File: config.mk
export PLATFORM = sky130hd
export DESIGN_NAME = sub_bytes_serial_flat
export DESIGN_NICKNAME = d
export VERILOG_FILES = /design/src/rtl/sub_bytes_serial_if.sv /design/src/rtl/sub_bytes_serial.sv /design/src/flat_wrapper.sv
export SDC_FILE = /design/constraint.sdc
export NUM_CORES = 1
export LEC_CHECK = 0
export ABC_AREA = 1
export CAP_MARGIN = 20
export CORE_MARGIN = 3
export CORE_UTILIZATION = 45
export CTS_BUF_LIST = sky130_fd_sc_hd__clkbuf_16
export CTS_CLUSTER_SIZE = 28
export DETAILED_ROUTE_END_ITERATION = 10
export DONT_BUFFER_PORTS = 1
export SETUP_SLACK_MARGIN = 0.05
export SYNTH_ARGS = -nofsm -noshare
export SYNTH_HDL_FRONTEND = slang
export SYNTH_SLANG_ARGS = --single-unit
File: constraint.sdc
create_clock -name clk -period 45.9 [get_ports clk]
set_input_delay 13.77 -clock clk [delete_from_list [all_inputs] [get_ports clk]]
set_output_delay 13.77 -clock clk [all_outputs]
set_load 0.005 [all_outputs]
File: src/rtl/sub_bytes_serial_if.sv
// Handshake bundle for the serial SubBytes stage:
// an upstream block port and a downstream result port.
interface sub_bytes_serial_if;
    logic         in_valid;
    logic         in_ready;
    logic [127:0] in_state;
    logic         in_side;
    logic         out_valid;
    logic         out_ready;
    logic [127:0] out_state;
    logic         busy;

    modport master (
        output in_valid, in_state, in_side, out_ready,
        input  in_ready, out_valid, out_state, busy
    );

    modport slave (
        input  in_valid, in_state, in_side, out_ready,
        output in_ready, out_valid, out_state, busy
    );
endinterface

File: src/rtl/sub_bytes_serial.sv
// AES SubBytes over a 128-bit state, LANES bytes per cycle,
// with forward/inverse selection latched per block.
module sbox_implementation (
    input  logic       i_side,
    input  logic [7:0] i_data,
    output logic [7:0] o_data
);
    function automatic logic [7:0] gmul(
        input logic [7:0] a,
        input logic [7:0] b
    );
        logic [7:0] p;
        logic [7:0] x;
        p = 8'h00;
        x = a;
        for (int i = 0; i < 8; i++) begin
            if (b[i]) p = p ^ x;
            x = {x[6:0], 1'b0} ^ (x[7] ? 8'h1b : 8'h00);
        end
        return p;
    endfunction

    // a^254 in GF(2^8) is the multiplicative inverse, and maps 0 to 0
    function automatic logic [7:0] ginv(input logic [7:0] a);
        logic [7:0] r;
        r = 8'h01;
        for (int i = 7; i >= 0; i--) begin
            r = gmul(r, r);
            if (i != 0) r = gmul(r, a);
        end
        return r;
    endfunction

    function automatic logic [7:0] rotl(
        input logic [7:0] b,
        input int         n
    );
        logic [15:0] t;
        t = {b, b} << n;
        return t[15:8];
    endfunction

    logic [7:0] w_pre;
    logic [7:0] w_inv;
    logic [7:0] w_fwd;

    always_comb begin
        w_pre = i_data;
        if (i_side)
            w_pre = rotl(i_data, 1) ^ rotl(i_data, 3)
                  ^ rotl(i_data, 6) ^ 8'h05;
        w_inv = ginv(w_pre);
        w_fwd = w_inv ^ rotl(w_inv, 1) ^ rotl(w_inv, 2)
              ^ rotl(w_inv, 3) ^ rotl(w_inv, 4) ^ 8'h63;
        o_data = i_side ? w_inv : w_fwd;
    end
endmodule

module sub_bytes_serial #(
    parameter int LANES = 1
) (
    input logic              clk,
    input logic              rst_n,
    sub_bytes_serial_if.slave bus
);
    localparam int         GROUPS = 16 / LANES;
    localparam logic [3:0] LAST   = 4'(GROUPS - 1);

    if (!(LANES inside {1, 2, 4, 8, 16})) begin : g_bad_lanes
        $error("sub_bytes_serial: LANES must be 1, 2, 4, 8 or 16");
    end

    typedef enum logic [1:0] {IDLE, RUN, DONE} state_t;

    state_t       r_state;
    state_t       w_state_nx;
    logic [127:0] r_work;
    logic         r_side;
    logic [3:0]   r_cnt;

    logic [7:0]   w_bytes    [16];
    logic [7:0]   w_upd      [16];
    logic [127:0] w_next;
    logic [7:0]   w_sb_in    [LANES];
    logic [7:0]   w_sb_out   [LANES];
    logic [3:0]   w_lane_idx [LANES];
    logic         w_in_ready;
    logic         w_out_valid;
    logic         w_busy;

    for (genvar i = 0; i < 16; i++) begin : g_byte
        assign w_bytes[i]             = r_work[127-8*i -: 8];
        assign w_next[127-8*i -: 8]   = w_upd[i];
    end

    for (genvar k = 0; k < LANES; k++) begin : g_lane
        assign w_lane_idx[k] = 4'(int'(r_cnt) * LANES + k);
        assign w_sb_in[k]    = w_bytes[w_lane_idx[k]];
        sbox_implementation u_sbox (
            .i_side (r_side),
            .i_data (w_sb_in[k]),
            .o_data (w_sb_out[k])
        );
    end

    always_comb begin
        w_upd = w_bytes;
        for (int k = 0; k < LANES; k++)
            w_upd[w_lane_idx[k]] = w_sb_out[k];
    end

    always_ff @(posedge clk) begin
        if (!rst_n) r_state <= IDLE;
        else        r_state <= w_state_nx;
    end

    always_comb begin
        w_state_nx  = r_state;
        w_in_ready  = 1'b0;
        w_out_valid = 1'b0;
        w_busy      = 1'b0;
        unique case (r_state)
            IDLE: begin
                w_in_ready = 1'b1;
                if (bus.in_valid) w_state_nx = RUN;
            end
            RUN: begin
                w_busy = 1'b1;
                if (r_cnt == LAST) w_state_nx = DONE;
            end
            DONE: begin
                w_busy      = 1'b1;
                w_out_valid = 1'b1;
                if (bus.out_ready) w_state_nx = IDLE;
            end
            default: w_state_nx = IDLE;
        endcase
    end

    always_ff @(posedge clk) begin
        if (!rst_n) begin
            r_work <= '0;
            r_side <= 1'b0;
            r_cnt  <= '0;
        end else if (r_state == IDLE && bus.in_valid) begin
            r_work <= bus.in_state;
            r_side <= bus.in_side;
            r_cnt  <= '0;
        end else if (r_state == RUN) begin
            r_work <= w_next;
            r_cnt  <= (r_cnt == LAST) ? 4'd0 : r_cnt + 4'd1;
        end
    end

    assign bus.in_ready  = w_in_ready;
    assign bus.out_valid = w_out_valid;
    assign bus.out_state = r_work;
    assign bus.busy      = w_busy;
endmodule

File: src/flat_wrapper.sv
// flat-port wrapper written by rule: the top's interface ports become plain ports
module sub_bytes_serial_flat 
#(
    parameter int LANES = 1
)
  (clk, rst_n, bus_in_valid, bus_in_state, bus_in_side, bus_out_ready, bus_in_ready, bus_out_valid, bus_out_state, bus_busy);
  sub_bytes_serial_if bus_i ();
  input logic clk;
  input logic rst_n;
  input wire logic [$bits(bus_i.in_valid)-1:0] bus_in_valid;
  input wire logic [$bits(bus_i.in_state)-1:0] bus_in_state;
  input wire logic [$bits(bus_i.in_side)-1:0] bus_in_side;
  input wire logic [$bits(bus_i.out_ready)-1:0] bus_out_ready;
  output wire logic [$bits(bus_i.in_ready)-1:0] bus_in_ready;
  output wire logic [$bits(bus_i.out_valid)-1:0] bus_out_valid;
  output wire logic [$bits(bus_i.out_state)-1:0] bus_out_state;
  output wire logic [$bits(bus_i.busy)-1:0] bus_busy;
  assign bus_i.in_valid = bus_in_valid;
  assign bus_i.in_state = bus_in_state;
  assign bus_i.in_side = bus_in_side;
  assign bus_i.out_ready = bus_out_ready;
  assign bus_in_ready = bus_i.in_ready;
  assign bus_out_valid = bus_i.out_valid;
  assign bus_out_state = bus_i.out_state;
  assign bus_busy = bus_i.busy;
  sub_bytes_serial #(.LANES(LANES)) u_core (.clk(clk), .rst_n(rst_n), .bus(bus_i));
endmodule
==> flow_summary.ini <==
[clock_tree]
clock_tree.root_cell = sky130_fd_sc_hd__clkbuf_16
clock_latency_on_the_worst_skew_pair_ps = 440
cts_hold_buf = 0
cts_tree = done
cts_inserted_buffers = 17
htree_num_levels = 4
tritoncts_num_sinks = 135
cts_setup_buffers = 0
post_cts.resized_instances = 0
clockBufferDepth = 2
clk_pin_slew_worst_paths_ps = 60

[detailed_routing]
routed_wire_length_per_instance_um = 15.97
remaining_drc_errors = 2
ratio_of_routed_vias_to_standard_cells = 5.229
firstDrtPassIters = 11
drt_iter0_drc = 2930
wl_um = 109400
vias = 35830
drt.antenna.violating_nets = 0

[logic_synthesis]
synth.top_cells.by_count = sky130_fd_sc_hd__nand2_1 (1777), sky130_fd_sc_hd__nand3_1 (851), sky130_fd_sc_hd__inv_1 (726)
asyncSetResetFlopFracSynth_pct = 0
yosys_register_bits = 135
synth_sequential_area_ratio_pct = 7.552
postSynthNetCount = 6094
synth.distinct_cells = 59
post-synth-top-area-fraction_pct = 18.64
syn_inst = 5947
syn-cell-area_um2 = 35790
synth.avg_cell_area_um2 = 6.018
yosys-top-cells-area = sky130_fd_sc_hd__nand2_1 (19%), sky130_fd_sc_hd__nand3_1 (12%), sky130_fd_sc_hd__nand2_2 (11%)
yosysWarnings = 0
post-synth-top-count-cell = sky130_fd_sc_hd__nand2_1
post-synth-top-area-cell = sky130_fd_sc_hd__nand2_1
synth_enable_flop_cells = 0
leading_register_cell_type_out_of_synthesis = sky130_fd_sc_hd__dfxtp_1

[floorplanning]
initial_utilization_pct = 45.82
die_h_um = 288.0
dieArea_um2 = 82950
number_of_placement_rows = 102
placeableCoreArea_um2 = 78100
floorplan.die.width_um = 288.0
ios = 264

[timing]
final_min_period_over_clock_period_pct = 49.72
setup_tns_ps = 0
period_minus_slack_ps = 22820
fin_skew_ps = 13.30
finalHoldViolCount = 0
final.setup.worst_slack_ps = 23080
holdWs_ps = 510.2
rsz_0062_raised_after_global_routing = false
tightest_slew_ps = 1023
final-setup-viol-count = 0
slew_headroom_pct = 31.81
report.final.slew_viol_count = 0
achievable-frequency_mhz = 43.82

[placement]
placed_cells = 6819
detailedPlace.worstSlack_ps = 23450
place.detailed.hpwl_um = 84880
gpl.final_weighted_congestion = 0.9196
port-buffer-count = 0

[run_status]
status = finished with violations
violations = design-rule violations

[critical_path]
r2r_start = u_core.r_cnt[0]
cpPeakStageDelay_ps = 720
worst-path-stages = 168
setup.worst_path.start = u_core.r_cnt[0]
critical-path-top-delay-family = simple AND/OR/NAND/NOR gates
worst_path_max_delay_cell = sky130_fd_sc_hd__o21ai_2
worst_path_most_repeated_cell = sky130_fd_sc_hd__nand2_1
critical_path.n_buffers_inverters = 25
cp.arrival_ps = 23170
worst_ep_required_time_ps = 46250
setup.worst_path.class = reg2reg
worst_setup_path_end_kind = flip-flop
worstRegToRegCells = 168
worst-path-max-fanout = 70
setup.worst_path.start_class = flip-flop

[global_route]
antenna_found_initial = 3
grt_first_pass_wirelength_um = 176700
globalRoute.totalOverflow = 0
grt_start_max_net_pins = 90
global_route.usage.total_pct = 25.92
first_global_vias = 32940

[final_layout]
fill_cells = 8477
final_cell_count_no_fill = 6853
area_grow_syn2layout_pct = -0.4092
final_layout_size_suffix_gt1_share_pct = 27.98
final_net_count = 5945

[worst_hold_path]
worst_hold_startpoint = u_core.r_state[1]
min-delay-path-class = reg2reg
whs_path_depth = 2

[run]
maxCapViolCount = 0
==> state kept, by name, indices dropped and copies added (netlist names) <==
register	count
u_core.bus.out_state	128
u_core.r_cnt	4
u_core.r_side	1
u_core.r_state	2
==> worst register-to-register path, delay by kind of cell (launching register included) <==
kind	cells	cell delay, ps
AND/OR/NAND/NOR	131	15130
flip-flops	1	310
buffers and inverters	25	3060
AO/OA/AOI/OAI	3	1060
adder cells (fa/ha/maj)	7	2690
XOR/XNOR	2	490
==> metrics by stage <==
stage / utilization (%) / cell area (um2)
finish: 45.63 / 35640
global route: 45.63 / 35640
detailed placement: 44.86 / 35040
global placement: 44.86 / 35040
floorplan: - / 35790
CTS: 45.63 / 35640
==> cell families after synthesis <==
group,count (synthesis),share of synthesized area [%]
compound gates,346,5.300
xor+xnor,78,2.329
fa+ha+maj,14,0.4895
flops,135,7.552
buf+inv,1105,16.35
simple gates,4269,67.98
==> area by class of cell <==
cell class	instances	area [um2]	share of cell area (%)
clock buffer	17	425.4	1.194
multi-input combinational	4707	27230	76.41
inverter	923	3694	10.36
tap	1040	1301	3.651
antenna	2	5.005	0.01404
timing repair buffer	14	105.1	0.2949
sequential	135	2704	7.586
clock inverter	15	173.9	0.4880
==> final timing paths <==
path | end | slack [ps]
worst min-delay path | u_core.r_state[1] | 510
worst max-delay path | u_core.bus.out_state[2] | 23080
worst min register to register | u_core.r_state[1] | 510
worst max register to register | u_core.bus.out_state[2] | 23080
==> layer usage <==
| layer | GRT usage [%] | wire length (um) | vias to the layer above |
|---|---|---|---|
| met5 | 0 | 13 | - |
| met4 | 6.573 | 2852 | 2 |
| met3 | 2.542 | 5924 | 162 |
| met2 | 43.82 | 51070 | 967 |
| met1 | 35.17 | 49560 | 16410 |
| li1 | - | - | 18290 |
==> cell usage in the layout (no fill, tap or decap), types with 24 or more instances in the layout <==
master / n
sky130_fd_sc_hd__nand2_2: 627
sky130_fd_sc_hd__o21ai_0: 140
sky130_fd_sc_hd__nand2_4: 319
sky130_fd_sc_hd__inv_2: 123
sky130_fd_sc_hd__nand4_1: 61
sky130_fd_sc_hd__nand3_2: 231
sky130_fd_sc_hd__a21oi_1: 138
sky130_fd_sc_hd__nand3b_1: 38
sky130_fd_sc_hd__dfxtp_1: 134
sky130_fd_sc_hd__nand2_1: 1777
sky130_fd_sc_hd__nand3_4: 34
sky130_fd_sc_hd__nor2_4: 40
sky130_fd_sc_hd__nor2_2: 58
sky130_fd_sc_hd__xnor2_1: 26
sky130_fd_sc_hd__xor2_1: 35
sky130_fd_sc_hd__nor2_1: 186
sky130_fd_sc_hd__inv_4: 26
sky130_fd_sc_hd__nand3_1: 851
sky130_fd_sc_hd__inv_1: 726
sky130_fd_sc_hd__nand2_8: 24
Power is not shown: default switching activity piles up to over one toggle a cycle in this logic, so the estimate is an artifact.
